[src/rtl/trace_pkt_unpack.sv]
// Retire trace unpacker: compacts up to three retire slots per cycle
// into a record FIFO; a packet that does not fit is dropped and counted.
module trace_pkt_unpack #(
  parameter int DEPTH      = 8,
  parameter int DROP_CNT_W = 16
) (
  input  logic                  clk,
  input  logic                  rst,
  input  logic [2:0]            trace_rv_i_valid_ip,
  input  logic [95:0]           trace_rv_i_insn_ip,
  input  logic [95:0]           trace_rv_i_address_ip,
  input  logic [2:0]            trace_rv_i_exception_ip,
  input  logic [4:0]            trace_rv_i_ecause_ip,
  input  logic [2:0]            trace_rv_i_interrupt_ip,
  input  logic [31:0]           trace_rv_i_tval_ip,
  output logic                  out_valid,
  input  logic                  out_ready,
  output logic [31:0]           out_insn,
  output logic [31:0]           out_addr,
  output logic                  out_exc,
  output logic                  out_intr,
  output logic [4:0]            out_ecause,
  output logic [31:0]           out_tval,
  output logic                  out_gap,
  output logic                  ovf_sticky,
  output logic [DROP_CNT_W-1:0] drop_cnt,
  input  logic                  clr_ovf
);

  localparam int AW = $clog2(DEPTH);

  typedef struct packed {
    logic [31:0] insn;
    logic [31:0] addr;
    logic        exc;
    logic        intr;
    logic [4:0]  ecause;
    logic [31:0] tval;
    logic        gap;
  } rec_t;

  rec_t          r_mem [DEPTH];
  logic [AW-1:0] r_wr;
  logic [AW-1:0] r_rd;
  logic [AW:0]   r_cnt;
  logic          r_gap_pend;

  logic [AW:0]   w_n;
  logic [AW:0]   w_free;
  logic          w_push;
  logic          w_drop;
  logic          w_pop;
  logic [AW-1:0] w_off [3];
  rec_t          w_rec [3];
  rec_t          w_head;
  logic [DROP_CNT_W:0] w_sum;

  assign w_n = (AW+1)'(trace_rv_i_valid_ip[0])
             + (AW+1)'(trace_rv_i_valid_ip[1])
             + (AW+1)'(trace_rv_i_valid_ip[2]);
  assign w_free = (AW+1)'(DEPTH) - r_cnt;
  // room is judged on the start-of-cycle count; a same-cycle pop is ignored
  assign w_push = (w_n != '0) && (w_n <= w_free);
  assign w_drop = (w_n != '0) && !w_push;
  assign w_pop  = out_valid & out_ready;
  assign w_sum  = {1'b0, drop_cnt} + (DROP_CNT_W+1)'(w_n);

  assign w_off[0] = '0;
  assign w_off[1] = AW'(trace_rv_i_valid_ip[0]);
  assign w_off[2] = AW'(trace_rv_i_valid_ip[0])
                  + AW'(trace_rv_i_valid_ip[1]);

  always_comb begin
    for (int k = 0; k < 3; k++) begin
      w_rec[k].insn   = trace_rv_i_insn_ip[32*k +: 32];
      w_rec[k].addr   = trace_rv_i_address_ip[32*k +: 32];
      w_rec[k].exc    = trace_rv_i_exception_ip[k];
      w_rec[k].intr   = trace_rv_i_interrupt_ip[k];
      w_rec[k].ecause = (trace_rv_i_exception_ip[k] |
                         trace_rv_i_interrupt_ip[k]) ?
                        trace_rv_i_ecause_ip : 5'd0;
      w_rec[k].tval   = trace_rv_i_exception_ip[k] ?
                        trace_rv_i_tval_ip : 32'd0;
      w_rec[k].gap    = r_gap_pend && (w_off[k] == '0);
    end
  end

  always_ff @(posedge clk) begin
    if (w_push) begin
      for (int k = 0; k < 3; k++) begin
        if (trace_rv_i_valid_ip[k])
          r_mem[r_wr + w_off[k]] <= w_rec[k];
      end
    end
  end

  always_ff @(posedge clk or posedge rst) begin
    if (rst) begin
      r_wr       <= '0;
      r_rd       <= '0;
      r_cnt      <= '0;
      r_gap_pend <= 1'b0;
      ovf_sticky <= 1'b0;
      drop_cnt   <= '0;
    end else begin
      r_cnt <= r_cnt + (w_push ? w_n : '0) - (AW+1)'(w_pop);
      if (w_push)
        r_wr <= r_wr + w_n[AW-1:0];
      if (w_pop)
        r_rd <= r_rd + 1'b1;
      if (w_drop)
        r_gap_pend <= 1'b1;
      else if (w_push)
        r_gap_pend <= 1'b0;
      if (w_drop)
        ovf_sticky <= 1'b1;
      else if (clr_ovf)
        ovf_sticky <= 1'b0;
      if (w_drop) begin
        if (clr_ovf)
          drop_cnt <= DROP_CNT_W'(w_n);
        else if (w_sum[DROP_CNT_W])
          drop_cnt <= '1;
        else
          drop_cnt <= w_sum[DROP_CNT_W-1:0];
      end else if (clr_ovf) begin
        drop_cnt <= '0;
      end
    end
  end

  // data is forced to zero whenever nothing is buffered
  assign out_valid  = (r_cnt != '0);
  assign w_head     = r_mem[r_rd];
  assign out_insn   = out_valid ? w_head.insn   : 32'd0;
  assign out_addr   = out_valid ? w_head.addr   : 32'd0;
  assign out_exc    = out_valid ? w_head.exc    : 1'b0;
  assign out_intr   = out_valid ? w_head.intr   : 1'b0;
  assign out_ecause = out_valid ? w_head.ecause : 5'd0;
  assign out_tval   = out_valid ? w_head.tval   : 32'd0;
  assign out_gap    = out_valid ? w_head.gap    : 1'b0;

endmodule

[config.mk]
export PLATFORM = sky130hd
export DESIGN_NAME = trace_pkt_unpack
export DESIGN_NICKNAME = d
export VERILOG_FILES = /design/src/rtl/trace_pkt_unpack.sv
export SDC_FILE = /design/constraint.sdc
export NUM_CORES = 2
export LEC_CHECK = 0
export CAP_MARGIN = 20
export CELL_PAD_IN_SITES_DETAIL_PLACEMENT = 1
export CELL_PAD_IN_SITES_GLOBAL_PLACEMENT = 1
export CORE_MARGIN = 8
export CORE_UTILIZATION = 46
export DETAILED_ROUTE_END_ITERATION = 8
export HOLD_SLACK_MARGIN = 0.06
export PLACE_DENSITY_LB_ADDON = 0.1
export SYNTH_ARGS = -nofsm -noshare
export SYNTH_HDL_FRONTEND = slang
export SYNTH_SLANG_ARGS = --single-unit
export TNS_END_PERCENT = 10
[constraint.sdc]
create_clock -name clk -period 43.2 [get_ports clk]
set_clock_uncertainty 0.05 [all_clocks]
set_input_delay 8.64 -clock clk [delete_from_list [all_inputs] [get_ports clk]]
set_output_delay 8.64 -clock clk [all_outputs]
set_load 0.005 [all_outputs]
# == Yosys cells after proc, flatten, opt, wreduce, memory -nomap -nowiden ==
# Memories as Yosys holds them, arrays and structs flattened.
# Index checks and enable logic that the tools add are counted.
# totals
reg_bits,28
mem_bits_rw,832
in_bits,242
output_inout_bits,122
mem_count,1
# memory_table
name,depth,width,rd,rd_clocked_by_memory_dff,write_ports,line,source
r_mem,8,104,1,0,3,42,rec_t r_mem [DEPTH];
# classes
addsub,11
magnitude_cmp,1
muxes,31
n_bitwise,4
n_reduce_logical,11
# op_table
op,count
32-bit two-way mux,6
16-bit two-way mux,4
5-bit two-way mux,4
16-bit by 3-bit adder with 17-bit output,1
1-bit two-way mux,16
4-bit nonzero test,2
3-bit zero test,2
1-bit by 1-bit adder with 2-bit output,2
4-bit by 3-bit adder with 4-bit output,1
3-bit by 4-bit <= comparator with 1-bit output,1
1-bit logical AND,4
2-bit nonzero test,2
4-bit by 1-bit subtractor with 4-bit output,1
4-bit subtractor (first input constant),1
2-bit by 1-bit adder with 3-bit output,1
3-bit by 1-bit adder with 3-bit output,1
3-bit by 1-bit adder with 3-bit output (second input constant),1
3-bit by 2-bit adder with 3-bit output,1
3-bit adder,1
3-bit two-way mux,1
1-bit OR,3
1-bit bitwise AND,1
1-bit zero test,1

# == Longest topological paths before layout ==
# logic_depth
depth_word,7
mapped_depth,16

# == Worst setup path after synthesis ==
# Ideal clock, no wire load.
# synth_path
kind,input port to flip-flop
startpoint,input trace_rv_i_valid_ip[0]
endpoint,"memory r_mem[0][0] in the netlist's numbering, enable pin"
setup_time_ps,922
arrival_ps,22526
setup_slack_ps,19702
path_stages,11
path_buffers,3
path_cell_list,fa_1 -> buf_2 -> inv_1 -> ha_1 -> nand2_1 -> o211a_2 -> buf_4 -> nand2_1 -> buf_2 -> nand2_1 -> o311ai_0
# synth_lines
item,line,source
start: declaration,9,"input logic [2:0] trace_rv_i_valid_ip,"
end: declaration,42,

# == Worst setup path after layout ==
# layout_path
startpoint,register r_rd[0]
endpoint,output out_insn[0]
# layout_between
elab_chain_cells,2
# layout_lines
item,line,source
start: declaration,44,logic [AW-1:0] r_rd;
start signal: assignment,110,r_rd <= r_rd + 1'b1;
memory 8 x 104 bit,n/a,
32-bit two-way mux,135,assign out_insn = out_valid ? w_head.insn : 32'd0;
end: declaration,18,"output logic [31:0] out_insn,"
# Every way passes these cells.

==> flow_summary.yaml <==
status:
  status: "completed"
sta:
  tns_ns: 0
  max_freq_mhz: 71.4
  setup_viol_count_final: 0
  fin_crit_sh_pct: 32.4
  max_slew_margin_pct: 21.9
  min_period_ns: 14.00
  hold_viol: 0
  worstMarginPinSlew_ns: 1.17
  rsz0062_at_grt: "no"
  final-max-slew-violation-count: 0
logic_synthesis:
  yosys.area.top_type: "edfxtp_1"
  synth_fp_nets: 4970
  synth-main-ff-cell: "edfxtp_1"
  yosys_warnings: 0
  ys_seq_area_share_pct: 53.2
  synth_commonest_cells: "nand2_1 (1066), edfxtp_1 (832), nor2_1 (778)"
  synth_most_common_cell: "nand2_1"
  syn_area_per_cell_um2: 10.3
  synthCells: 4705
  ys_types: 67
  synth_area_um2: 48300
  synth-async-reset-ratio_pct: 3.26
  synth_top_area_share_pct: 51.8
  yosys-top-cells-area: "edfxtp_1 (52%), mux4_2 (9.7%), nand2_1 (8.3%)"
  synth_edf_count: 832
  synth_seq_cells: 860
global_routing:
  grt_max_degree: 90
  antenna_found_initial: 25
  grt_pass1_wl_mm: 277
  grt_usage_pct: 31.4
  grt_pass1_vias: 42300
  grt.overflow.total: 0
worst_setup_path:
  cp-start-kind: "flop"
  critPathBufInv: 3
  end_kind: "primary output"
  crit_type: "reg -> out"
  reg2reg_from: "r_cnt[0]"
  worstPathCellList: "buf_4 > buf_4 > mux4_2 > mux2i_1 > nor2_1 > clkdlybuf4s50_1"
  required_ns: 34.51
  crit_start: "r_rd[0]"
  cpLargestDelayFamily: "buffers and inverters"
  critPathMaxStageDelay_ns: 0.97
  cpMostUsedCell: "buf_4"
  cp_max_fo: 45
  cpMaxStageDelayCell: "dfrtp_4"
  cp.arrival_ns: 5.31
pwr:
  p_int_uw: 2660
  switching_power_uw: 1740
  seqPwrFrac_pct: 34.5
  irDropWorstVdd_v: 0.0000767
  clkPwrFrac_pct: 19.1
  combPwrFrac_pct: 46.4
  p_per_area_nw_per_um2: 79.6
  p_leak_uw: 0.0204
  p_sw_share_pct: 39.5
floorplan:
  fp-row-count: 119
  core_area_um2: 105000
  start_util_pct: 46.1
  pin_count: 364
  die_height_um: 340
  die_x_um: 340
  die_area_um2: 116000
detailed_routing:
  drt_iter0_markers: 4208
  remaining_drc_errors: 0
  wl_per_cell_um: 30.3
  via_per_inst: 6.46
  dr.pass1.iters: 5
  vias: 40000
  wl_mm: 188
  ant_nets: 0
clocking:
  cts_root_buf: "clkbuf_16"
  htreeDepth: 3
  insertion_delay_ns: 0.68
  cts_tree: "built"
  cts.hold.buffers_added: 0
  cts_buffers: 97
  cts_sinks: 860
  cts_buffer_depth: 3
  clkTransAtPathRegs_ns: 0.06
  cts_resized: 0
  cts_setup_buffers: 0
layout:
  fin_util_pct: 52.7
  nFillCells: 11200
  drive_gt1_share_pct: 10.7
  area_growth_syn_to_layout_pct: 14.3
  fin_nets: 4966
hold_path:
  worstHoldStart: "ovf_sticky"
  hold_class: "reg -> reg"
place:
  place.gp.congestion: 0.825
  port_buffers: 363
  dp_hpwl_mm: 104
run:
  timing.max_cap.violations: 0
power groups by stage:
| stage | Combinational, uW | Clock, uW | Sequential (uW) |
|---|---|---|---|
| after floorplan | 1200 | 0 | 1580 |
| after CTS | 2030 | 844 | 1520 |
| after global placement | 1980 | 0 | 1520 |
| after global routing | 2150 | 874 | 1540 |
| after detailed placement | 2020 | 0 | 1530 |
| final | 2040 | 839 | 1520 |
cells in the final DEF, fill, tap and decap left out, types with 11 or more instances in the layout:
cell	netlist	layout
a21boi_0	15	15
a21boi_1	16	15
a21oi_1	287	287
a31oi_1	395	395
and3_1	130	130
buf_4	12	99
clkbuf_1	151	19
clkbuf_16	0	99
clkdlybuf4s50_1	0	363
clkinv_1	0	22
clkinv_2	0	15
dfrtp_1	28	25
diode_2	0	18
edfxtp_1	832	832
ha_1	18	18
inv_1	23	23
mux2i_1	105	105
mux4_2	208	208
nand2_1	1066	1066
nand3_1	11	11
nor2_1	778	778
nor3_1	16	16
o211ai_1	16	16
o21ai_0	20	20
o21ai_1	11	11
o221ai_1	33	33
tightest hold or removal path: stages (launching register included):
cell	delay (ns)
dfrtp_1	0.38
inv_1	0.05
o21ai_0	0.06
sequential cells by signal, summed over array words and instances (netlist names):
name and cells:
drop_cnt 16, ovf_sticky 1, r_cnt 4, r_gap_pend 1, r_mem 832, r_rd 3, r_wr 3
worst paths after layout:
check	slack (ns)	depth (start not counted)	to
worst min register to register	0.49	2	ovf_sticky
min in group asynchronous	8.30	3	drop_cnt[8]
worst min-delay path	0.49	2	ovf_sticky
worst max register to register	38.43	11	r_mem[3][88]
worst max-delay path	29.20	6	out_insn[0]
max in group asynchronous	34.46	3	r_rd[1]
final cells by class:
type                            count  area (um^2)  share of cell area (%)
Antenna cell                       18         45.0                  0.0816
Clock buffer                      124         2630                    4.77
Clock inverter                     53          514                   0.932
Inverter                           24         90.1                   0.163
Multi-Input combinational cell   3253        20000                    36.3
Sequential cell                   860        25700                    46.6
Tap cell                         1391         1740                    3.15
Timing Repair Buffer              465         4450                    8.07
per-layer routing:
metal | vias up | GRT usage (%) | share of wire (%)
met1 | 20500 | 41.0 | 40
met5 | - | 0 | 0.038
met3 | 491 | 5.90 | 8.8
met2 | 2103 | 51.7 | 48
li1 | 16900 | - | -
met4 | 12 | 13.1 | 3.8
logic make-up (layout without fill, tap and decap cells):
group / count (synthesis) / after routing / share of synthesized area [%]
AO/OA/AOI/OAI: 860 / 860 / 11.2
XOR/XNOR: 12 / 12 / 0.249
adder cells (fa/ha/maj): 23 / 23 / 0.674
buffers and inverters: 592 / 666 / 5.82
flip-flops: 860 / 860 / 53.2
multiplexers: 316 / 316 / 12.0
other: 0 / 18 / 0
AND/OR/NAND/NOR: 2042 / 2042 / 16.9
stage by stage:
stage,cell area [um^2],instances,hold WS [ns],power [uW],setup slack [ns]
6_report,55200,6188,0.487,4390,29.20
5_1_grt,55200,6184,0.515,4570,28.86
4_1_cts,55100,6168,0.491,4390,29.09
3_5_place_dp,51900,5991,0.476,3550,29.23
3_3_place_gp,51900,5991,0.467,3500,29.26
2_1_floorplan,48300,4705,0.467,2780,19.70
(Power assumes the default switching activity.)
